## src/rtl/regfile_wb_arbiter.sv

```systemverilog
// regfile_wb_arbiter: merges ALU and buffered long-latency results onto one regfile write port, with a pending scoreboard
module regfile_wb_arbiter #(
  parameter int DEPTH = 4,
  parameter int STARVE_MAX = 3
) (
  input  logic                     clk,
  input  logic                     reset,
  input  logic                     a_valid,
  output logic                     a_ready,
  input  logic [4:0]               a_reg,
  input  logic [31:0]              a_data,
  input  logic                     b_valid,
  output logic                     b_ready,
  input  logic [4:0]               b_reg,
  input  logic [31:0]              b_data,
  input  logic                     iss_valid,
  input  logic [4:0]               iss_reg,
  output logic                     wen,
  output logic [4:0]               wreg,
  output logic [31:0]              wdata,
  output logic [31:0]              pending,
  output logic [$clog2(DEPTH):0]   b_count
);
  localparam int AW = $clog2(DEPTH);
  localparam int CW = AW + 1;
  localparam int SW = $clog2(STARVE_MAX + 1);
  logic [36:0]    mem_q [DEPTH];
  logic [36:0]    head_e;
  logic [AW-1:0]  head_q, head_d, tail_q, tail_d;
  logic [CW-1:0]  cnt_q, cnt_d;
  logic [SW-1:0]  st_q, st_d;
  logic           wen_q, wen_d;
  logic [4:0]     wreg_q, wreg_d;
  logic [31:0]    wdata_q, wdata_d, pend_q, pend_d;
  logic           nonempty, force_b, a_take, a_wr, pop, push;
  assign a_ready = !force_b;
  assign b_ready = cnt_q != CW'(DEPTH);
  assign wen     = wen_q;
  assign wreg    = wreg_q;
  assign wdata   = wdata_q;
  assign pending = pend_q;
  assign b_count = cnt_q;
  // slot arbitration, FIFO pointer/occupancy and scoreboard next state
  always_comb begin
    nonempty = cnt_q != '0;
    force_b  = (st_q == SW'(STARVE_MAX)) && nonempty;
    a_take   = a_valid && !force_b;
    a_wr     = a_take && a_reg != 5'd0;
    pop      = !a_take && nonempty;
    push     = b_valid && b_ready && b_reg != 5'd0;
    head_e   = mem_q[head_q];
    head_d   = pop ? head_q + AW'(1) : head_q;
    tail_d   = push ? tail_q + AW'(1) : tail_q;
    cnt_d    = cnt_q + CW'(push) - CW'(pop);
    st_d     = (pop || !nonempty) ? '0 : a_take ? st_q + SW'(1) : st_q;
    wen_d    = a_wr || pop;
    wreg_d   = a_wr ? a_reg : pop ? head_e[36:32] : wreg_q;
    wdata_d  = a_wr ? a_data : pop ? head_e[31:0] : wdata_q;
    pend_d   = (pend_q & ~({31'd0, wen_q} << wreg_q)) | ({31'd0, iss_valid} << iss_reg);
    pend_d[0] = 1'b0;
  end
  // control and output registers
  always_ff @(posedge clk) begin
    if (reset) begin
      head_q  <= '0;
      tail_q  <= '0;
      cnt_q   <= '0;
      st_q    <= '0;
      wen_q   <= 1'b0;
      wreg_q  <= '0;
      wdata_q <= '0;
      pend_q  <= '0;
    end else begin
      head_q  <= head_d;
      tail_q  <= tail_d;
      cnt_q   <= cnt_d;
      st_q    <= st_d;
      wen_q   <= wen_d;
      wreg_q  <= wreg_d;
      wdata_q <= wdata_d;
      pend_q  <= pend_d;
    end
  end
  // FIFO storage needs no reset; occupancy gates every read
  always_ff @(posedge clk) begin
    if (push) mem_q[tail_q] <= {b_reg, b_data};
  end
endmodule

```

## config.mk

```make
export PLATFORM = sky130hd
export DESIGN_NAME = regfile_wb_arbiter
export DESIGN_NICKNAME = d
export VERILOG_FILES = /design/src/rtl/regfile_wb_arbiter.sv
export SDC_FILE = /design/constraint.sdc
export NUM_CORES = 1
export LEC_CHECK = 0
export ABC_CLOCK_PERIOD_IN_PS = 4200
export BUFFER_PORTS_ARGS = -buffer_cell sky130_fd_sc_hd__buf_2
export CORE_MARGIN = 2
export CORE_UTILIZATION = 58
export CTS_CLUSTER_DIAMETER = 200
export DETAILED_ROUTE_END_ITERATION = 8
export HOLD_SLACK_MARGIN = 0.12
export PLACE_DENSITY_LB_ADDON = 0.12
export SLEW_MARGIN = 20
export SYNTH_ARGS = -nofsm -noshare
export SYNTH_HDL_FRONTEND = slang
export SYNTH_SLANG_ARGS = --single-unit
export TNS_END_PERCENT = 1
```

## constraint.sdc

```tcl
create_clock -name clk -period 4.2 [get_ports clk]
set_input_delay 0.63 -clock clk [delete_from_list [all_inputs] [get_ports clk]]
set_output_delay 0.63 -clock clk [all_outputs]
set_load 0.03 [all_outputs]
```

### Word-level counts from Yosys, hierarchy flattened

Memory sizes are Yosys's and may differ from the RTL's. A register that Yosys moved wholly into a read port is not among the register bits.
Cells that the tools add are included.

* register bits: 79
* bits in writable memories: 148
* input bits: 84
* output and inout bits: 75
* word-level logic and storage cells: 46
* memories: 1

Memory list
* mem_q: depth 4, bits a word 37, rd ports 1, clocked after memory_dff 1, write ports 1, RTL line 27 `logic [36:0] mem_q [DEPTH];`

* add/subtract/negate cells: 5
* equal/unequal tests: 2
* shift-type cells: 2
* muxes and demuxes: 8
* bitwise gates (word level): 3
* reductions and logical operators: 16

Operator list (number)
* 32-bit 2-to-1 mux: 2
* 1-bit by 5-bit << shifter with 32-bit output: 2
* 32-bit AND: 1
* 32-bit NOT: 1
* 32-bit OR: 1
* 5-bit 2-to-1 mux: 2
* 5-bit nonzero test: 2
* 2-bit by 1-bit adder with 2-bit output, second input constant: 3
* 1-bit logical AND: 6
* 2-bit 2-to-1 mux: 2
* 3-bit by 1-bit adder with 3-bit output: 1
* 1-bit zero test: 3
* 3-bit inequality test, second input constant: 1
* 3-bit nonzero test: 1
* 3-bit by 1-bit subtractor with 3-bit output: 1
* 2-bit == test, second input constant: 1
* 1-bit logical OR: 2
* 1-bit 2-to-1 mux: 2
* 2-bit nonzero test: 1
* 2-bit OR reduction: 1

### Depth between registers and ports, before layout

Gate-level depths: netlist of run 1.

* depth after elaboration: 8
* gate-level depth with buffers: 11
* depth with buffers taken out: 10

### Worst setup path before layout of run 1

Ideal clock, no wire load.

* kind: in2reg
* from: input port b_reg[0]
* to: register cnt_q[2], in the netlist b_count[2]
* arrival time: 2.548 ns
* required time: 4.072 ns
* slack: 1.524 ns
* stages: 10
* path buffers: 0
* path through: or4_1 -> o211a_1 -> inv_1 -> ha_1 -> inv_1 -> ha_1 -> fa_1 -> xnor2_1 -> xnor2_1 -> nor2_1

* word-level cells in the longest chain between the ends: 4

RTL lines
* start, declared: RTL line 14 `input logic [4:0] b_reg,`
* 5-bit nonzero test: RTL line 50 `push = b_valid && b_ready && b_reg != 5'd0;`
* 1-bit logical AND: RTL line 50
* 3-bit by 1-bit adder with 3-bit output: RTL line 54 `cnt_d = cnt_q + CW'(push) - CW'(pop);`
* 3-bit by 1-bit subtractor with 3-bit output: RTL line 54
* end signal, assigned: RTL line 76 `cnt_q <= cnt_d;`
* end, declared: RTL line 30 `logic [CW-1:0] cnt_q, cnt_d;`

Every way passes these cells.
A chain may end at the register's enable or synchronous reset.

### Final worst setup path of run 1

* from: register cnt_q[2], in the netlist b_count[2]
* to: register cnt_q[2], in the netlist b_count[2]

* word-level cells in the longest chain between the ends: 7

RTL lines (RTL line)
* branches (longest 6 deep; another with 3-bit by 1-bit adder with 3-bit output)
* 3-bit by 1-bit subtractor with 3-bit output *: 54

Mark *: on every way between the ends.

==> impl_metrics.json, run 1 <==
{
  "outcome": "finished, final reports clean",
  "synth_edf_count": 148,
  "die_y_um": 128,
  "cts_tree": "done",
  "h-tree-depth": 1,
  "avgSynthCellArea_um2": 14.3,
  "fin_nets": 864,
  "hp-class": "in -> reg",
  "p_leak_uw": 0.00385,
  "cap_violations": 0,
  "worstMarginPinSlew_ns": 1.08,
  "whs_path_depth": 1,
  "vias": 5881,
  "powerDensity_nw_per_um2": 577,
  "max_freq_mhz": 391,
  "dieArea_um2": 16500,
  "slowest_stage": "or3b_2",
  "cts_resized": 0,
  "clk_pin_slew_worst_paths_ns": 0.06,
  "path_class": "reg -> reg",
  "drv_slew": 0,
  "first_pass_iters": 5,
  "synth_seq_area_share_pct": 67.4,
  "slew_headroom_pct": 28.1,
  "syn_nets": 717,
  "core-area_um2": 15100,
  "cp_max_fo": 7,
  "netlist_top_cells_area": "edfxtp_1, dfxtp_1, mux4_2",
  "rr_worst_depth": 10,
  "final_core_util_pct": 69.7,
  "antenna_found_initial": 2,
  "cts_buffers": 23,
  "clk_latency_ns": 0.50,
  "overflow": 0,
  "synth_flop_cell": "edfxtp_1",
  "ir_drop_uv": 404,
  "worstHoldStart": "b_data[28]",
  "ios": 159,
  "syn_inst": 625,
  "hold_viol": 0,
  "ant_nets": 0,
  "ys_types": 43,
  "grt_pass1_wl_um": 30800,
  "fin_skew_ns": 0.00917,
  "critPathArrivalTime_ns": 2.90,
  "setup_violations": 0,
  "yosysWarnings": 0,
  "area.growth.synth_to_final_pct": 17.8,
  "initial_core_util_pct": 59.2,
  "hpwl_um": 12600,
  "setup.worst_path.end_class": "flop",
  "finalPower_uw": 6090,
  "drt_first_iter_violations": 509,
  "drcViolationCount": 0,
  "grt_pass1_vias": 5873,
  "finalCriticalPeriod_ns": 2.56,
  "vias_per_cell": 6.01,
  "yosys.area.top_type": "edfxtp_1",
  "final_area_um2": 10600,
  "crit_required_ns": 4.54,
  "io_buffers": 157,
  "startpoint_type": "flop",
  "ys_seq_elements": 228,
  "globalplace.congestion": 0.876,
  "wl_per_cell_um": 20.3,
  "placed_area_um2": 9820,
  "rsz0062_at_grt": "false",
  "cts.sinks": 228,
  "grt_max_degree": 80,
  "hold_ws_ns": 0.341,
  "track_usage_pct": 24.3,
  "cts_max_path_buffers": 3,
  "rows": 45,
  "cts_root_buf": "clkbuf_16",
  "postCtsSetupBuffers": 0,
  "synthArstFlopShare_pct": 0,
  "layout-drive-gt1-share_pct": 33.6,
  "timing.rr.start": "b_count[2]$_SDFF_PP0_",
  "cp_cell_sequence": "or3b_2, o211a_1, inv_1, ha_1, inv_1, ha_1, fa_1, xnor2_1, xnor2_1, nor2_1",
  "slowest_delay_ns": 0.49,
  "startpoint": "b_count[2]$_SDFF_PP0_",
  "cts_hold_buf": 0,
  "syn_area_um2": 8960,
  "period_share_pct": 60.9,
  "synth.top_cell.area_share_pct": 49.6,
  "setup-tns-final_ns": 0,
  "wirelength_um": 19900,
  "die_x_um": 128
}
## logic make-up after synthesis
kind of cell	count (synthesis)	share of synthesized area (%)
and+or+nand+nor	189	9.45
xor gates and xnor gates	5	0.489
other	1	0.0418
adders and majority gates	8	1.20
DFF	228	67.4
AOI/OAI and AO/OA	109	9.39
buffers and inverters	47	2.57
muxes	38	9.41
## cell usage after synthesis, types with 3 or more instances
library cell and instances:
a211oi_1 4, a21oi_1 33, a311oi_1 11, a311oi_2 21
a32oi_1 3, and2_1 4, buf_2 10, buf_6 5
clkbuf_1 22, dfxtp_1 80, edfxtp_1 148, ha_1 7
inv_1 7, mux4_2 37, nand2_1 103, nand2b_1 6
nand3_1 5, nor2_1 14, nor2b_1 8, nor3_1 38
o21ai_0 31, xnor2_1 4
## report_power, final
part           switching (uW)  total [uW]  internal [uW]
Clock                     788        1890           1100
Sequential                202        2870           2670
Combinational             786        1340            554
## flip-flops by register name, summed over array words and instances, names as in the netlist, named ones only
name and cells:
mem_q 148, wdata 32, pending 31, wreg 5
b_count 3, head_q 2, st_q 2, tail_q 2
wen 1
## layer usage
layer  global-route usage, %  up-vias  wire [um]
met5                       0        -          0
met4                    6.92        0        435
met3                    4.59       41       1330
met2                    40.8      218       9750
met1                    32.9     2946       8410
li1                        -     2676          -
## layout by cell type (no fill, tap or decap), types with 6 or more instances in the layout
| master | n |
|---|---|
| mux4_2 | 37 |
| a311oi_2 | 21 |
| edfxtp_1 | 148 |
| clkbuf_1 | 6 |
| nand2_1 | 103 |
| a21oi_1 | 33 |
| nor3_1 | 38 |
| o21ai_0 | 31 |
| nor2b_1 | 8 |
| a311oi_1 | 11 |
| buf_2 | 156 |
| nand2b_1 | 6 |
| inv_1 | 7 |
| ha_1 | 7 |
| nor2_1 | 14 |
| dfxtp_1 | 78 |
| clkbuf_16 | 23 |
## worst max-delay path, delay by kind of cell, from the launching register on
family	cells	cell delay, ns
flops	1	0.45
fa+ha+maj	3	0.72
compound gates	1	0.23
buf+inv	2	0.15
simple gates	2	0.55
xor+xnor	2	0.32
## metrics by stage
step / std cells / setup WS (ns)
after global routing: 977 / 1.45
after global placement: 934 / 1.28
after detailed placement: 934 / 1.21
after CTS: 976 / 1.55
after floorplan: 625 / 1.52
final: 979 / 1.64
## worst paths after layout
| kind | end | slack [ns] |
|---|---|---|
| setup / recovery | b_count[2]$_SDFF_PP0_ | 1.64 |
| hold / removal | mem_q[3][28]$_DFFE_PP_ | 0.34 |
| hold reg to reg | st_q[0]$_SDFFE_PP0P_ | 0.43 |
| setup reg to reg | b_count[2]$_SDFF_PP0_ | 1.64 |
## area by class of cell
cell class                 count  area (um2)
antenna                        2        5.00
fill                        1054        4590
clock buffer                  34         667
timing repair buffer         162         838
multi-input combinational    350        2700
sequential                   228        6050
inverter                       7        26.3
clock inverter                 8        40.0
tap                          188         235
(Power assumes the default switching activity.)
==> run 2: changes to the inputs <==
- ABC_CLOCK_PERIOD_IN_PS: 4200 -> 2100
- CORE_UTILIZATION: 58 -> 50
- clock period: 4.2 -> 2.1 ns (I/O delays scaled with it)
==> impl_metrics.json, run 2 (synthesis results as in run 1) <==
{
  "outcome": "complete, but fails checks",
  "violations": "negative setup slack",
  "fin_nets": 968,
  "fillers": 1262,
  "ios": 159,
  "ant_nets": 0,
  "wirelength_um": 21400,
  "die_y_um": 138,
  "slowest_delay_ns": 0.38,
  "top_usage_layer": "met2",
  "die_x_um": 138,
  "clk_latency_ns": 0.51,
  "path_delay_family": "adder cells",
  "antenna_found_initial": 3,
  "wl_per_cell_um": 19.0,
  "globalplace.congestion": 0.856,
  "layout-drive-gt1-share_pct": 35.3,
  "cts_root_buf": "clkbuf_16",
  "period_share_pct": 102,
  "grt_util_met3_pct": 3.65,
  "setup_violations": 2,
  "core-area_um2": 17400,
  "max_freq_mhz": 467,
  "fin_skew_ns": 0.0224,
  "grt_max_degree": 80,
  "cp_cell_sequence": "or3_4, and2_4, ha_4, inv_2, ha_4, fa_2, xnor2_2, xnor2_1, nor2_1",
  "grt_pass1_vias": 6289,
  "initial_core_util_pct": 51.5,
  "vias": 6161,
  "worstMarginPinSlew_ns": 0.660,
  "cpMostUsedCell": "ha_4",
  "slowest_stage": "or3_4",
  "setup-tns-final_ns": -0.0412,
  "drcViolationCount": 0,
  "drv_slew": 0,
  "io_buffers": 157,
  "drt_first_iter_violations": 397,
  "hpwl_um": 13900,
  "hold_viol": 0,
  "cts_buffers": 25,
  "clk_pin_slew_worst_paths_ns": 0.06,
  "area.growth.synth_to_final_pct": 31.9,
  "overflow": 0,
  "h-tree-depth": 1,
  "setup.worst_path.end_class": "flop",
  "final_common_cell": "buf_2",
  "grtUsageMet2_pct": 39.3,
  "critPathArrivalTime_ns": 2.53,
  "cts_tree": "done",
  "cts.sinks": 228,
  "first_pass_iters": 4,
  "dieArea_um2": 19000,
  "powerDensity_nw_per_um2": 1110,
  "ir_drop_uv": 738,
  "grt_pass1_wl_um": 32900,
  "slew_headroom_pct": 55.9,
  "rsz0062_at_grt": "true",
  "grtUsageMet1_pct": 30.1,
  "crit_required_ns": 2.49,
  "cp_max_fo": 4,
  "place_ws_ns": -0.335,
  "rows": 48,
  "track_usage_pct": 22.7,
  "final_cell_mix": "buf_2, edfxtp_1, nand2_1",
  "postCtsSetupBuffers": 0,
  "largest_reg_flops": 148,
  "startpoint_type": "flop",
  "largest-register": "mem_q",
  "worst_slack_ns": -0.0411,
  "finalCriticalPeriod_ns": 2.14,
  "path_class": "reg -> reg",
  "cap_violations": 0,
  "vias_per_cell": 5.49,
  "p_leak_uw": 0.00440,
  "hp-class": "in -> reg",
  "path_buf_inv": 1,
  "cts_max_path_buffers": 3
}
==> run 2: routing by layer <==
layer	wire, um	part of all wire (%)	vias to the layer above
met3	1330	6.2	34
li1	-	-	2883
met2	10700	50	207
met5	0	0	-
met4	342	1.6	0
met1	9000	42	3037
==> run 2: path summary, 6_finish.rpt <==
path	from	endpoint	slack, ns	cells past startpoint
setup reg to reg	b_count[1]$_SDFF_PP0_	b_count[2]$_SDFF_PP0_	-0.04	9
hold / removal	a_data[22]	wdata[22]$_SDFFE_PP0P_	0.13	3
setup / recovery	b_count[1]$_SDFF_PP0_	b_count[2]$_SDFF_PP0_	-0.04	9
hold reg to reg	st_q[0]$_SDFFE_PP0P_	st_q[0]$_SDFFE_PP0P_	0.43	1
==> run 2: what timing repair did <==
action	4_1_cts	5_1_grt
hold buffers	65	0
endpoints found under the setup margin	35	13
pin swaps	7	4
gates resized for setup	5	3
endpoints found under the hold margin	176	0
==> run 2: area by class of cell <==
class	instances	area, um2	area share [%]
inverter	7	26.3	0.222
sequential	228	6060	51.2
clock buffer	42	774	6.55
multi-input combinational	350	2750	23.3
timing repair buffer	264	1890	16.0
clock inverter	4	30.0	0.254
tap	225	282	2.38
antenna	3	7.51	0.0635
==> run 2: through the flow <==
step           instances  hold WS (ns)  power (uW)  area [um2]  util [%]
6_report            1123         0.132       13100       11800      67.9
5_1_grt             1122         0.126       13700       11800      67.9
4_1_cts             1120         0.122       13200       11800      67.7
3_5_place_dp        1009         0.427        8880       10300      59.2
3_3_place_gp        1009         0.412        8790       10300      59.2
2_1_floorplan        625         0.408        7800        9000         -
==> run 2: where the power goes <==
group / internal, uW / switching (uW) / leakage, uW
Sequential: 5340 / 266 / 0.00201
Combinational: 1490 / 1810 / 0.00198
Clock: 2510 / 1670 / 0.000397
==> run 2: worst min-delay path: stages <==
cell	delay, ns
buf_2	0.10
nand2_1	0.06
a311oi_2	0.09
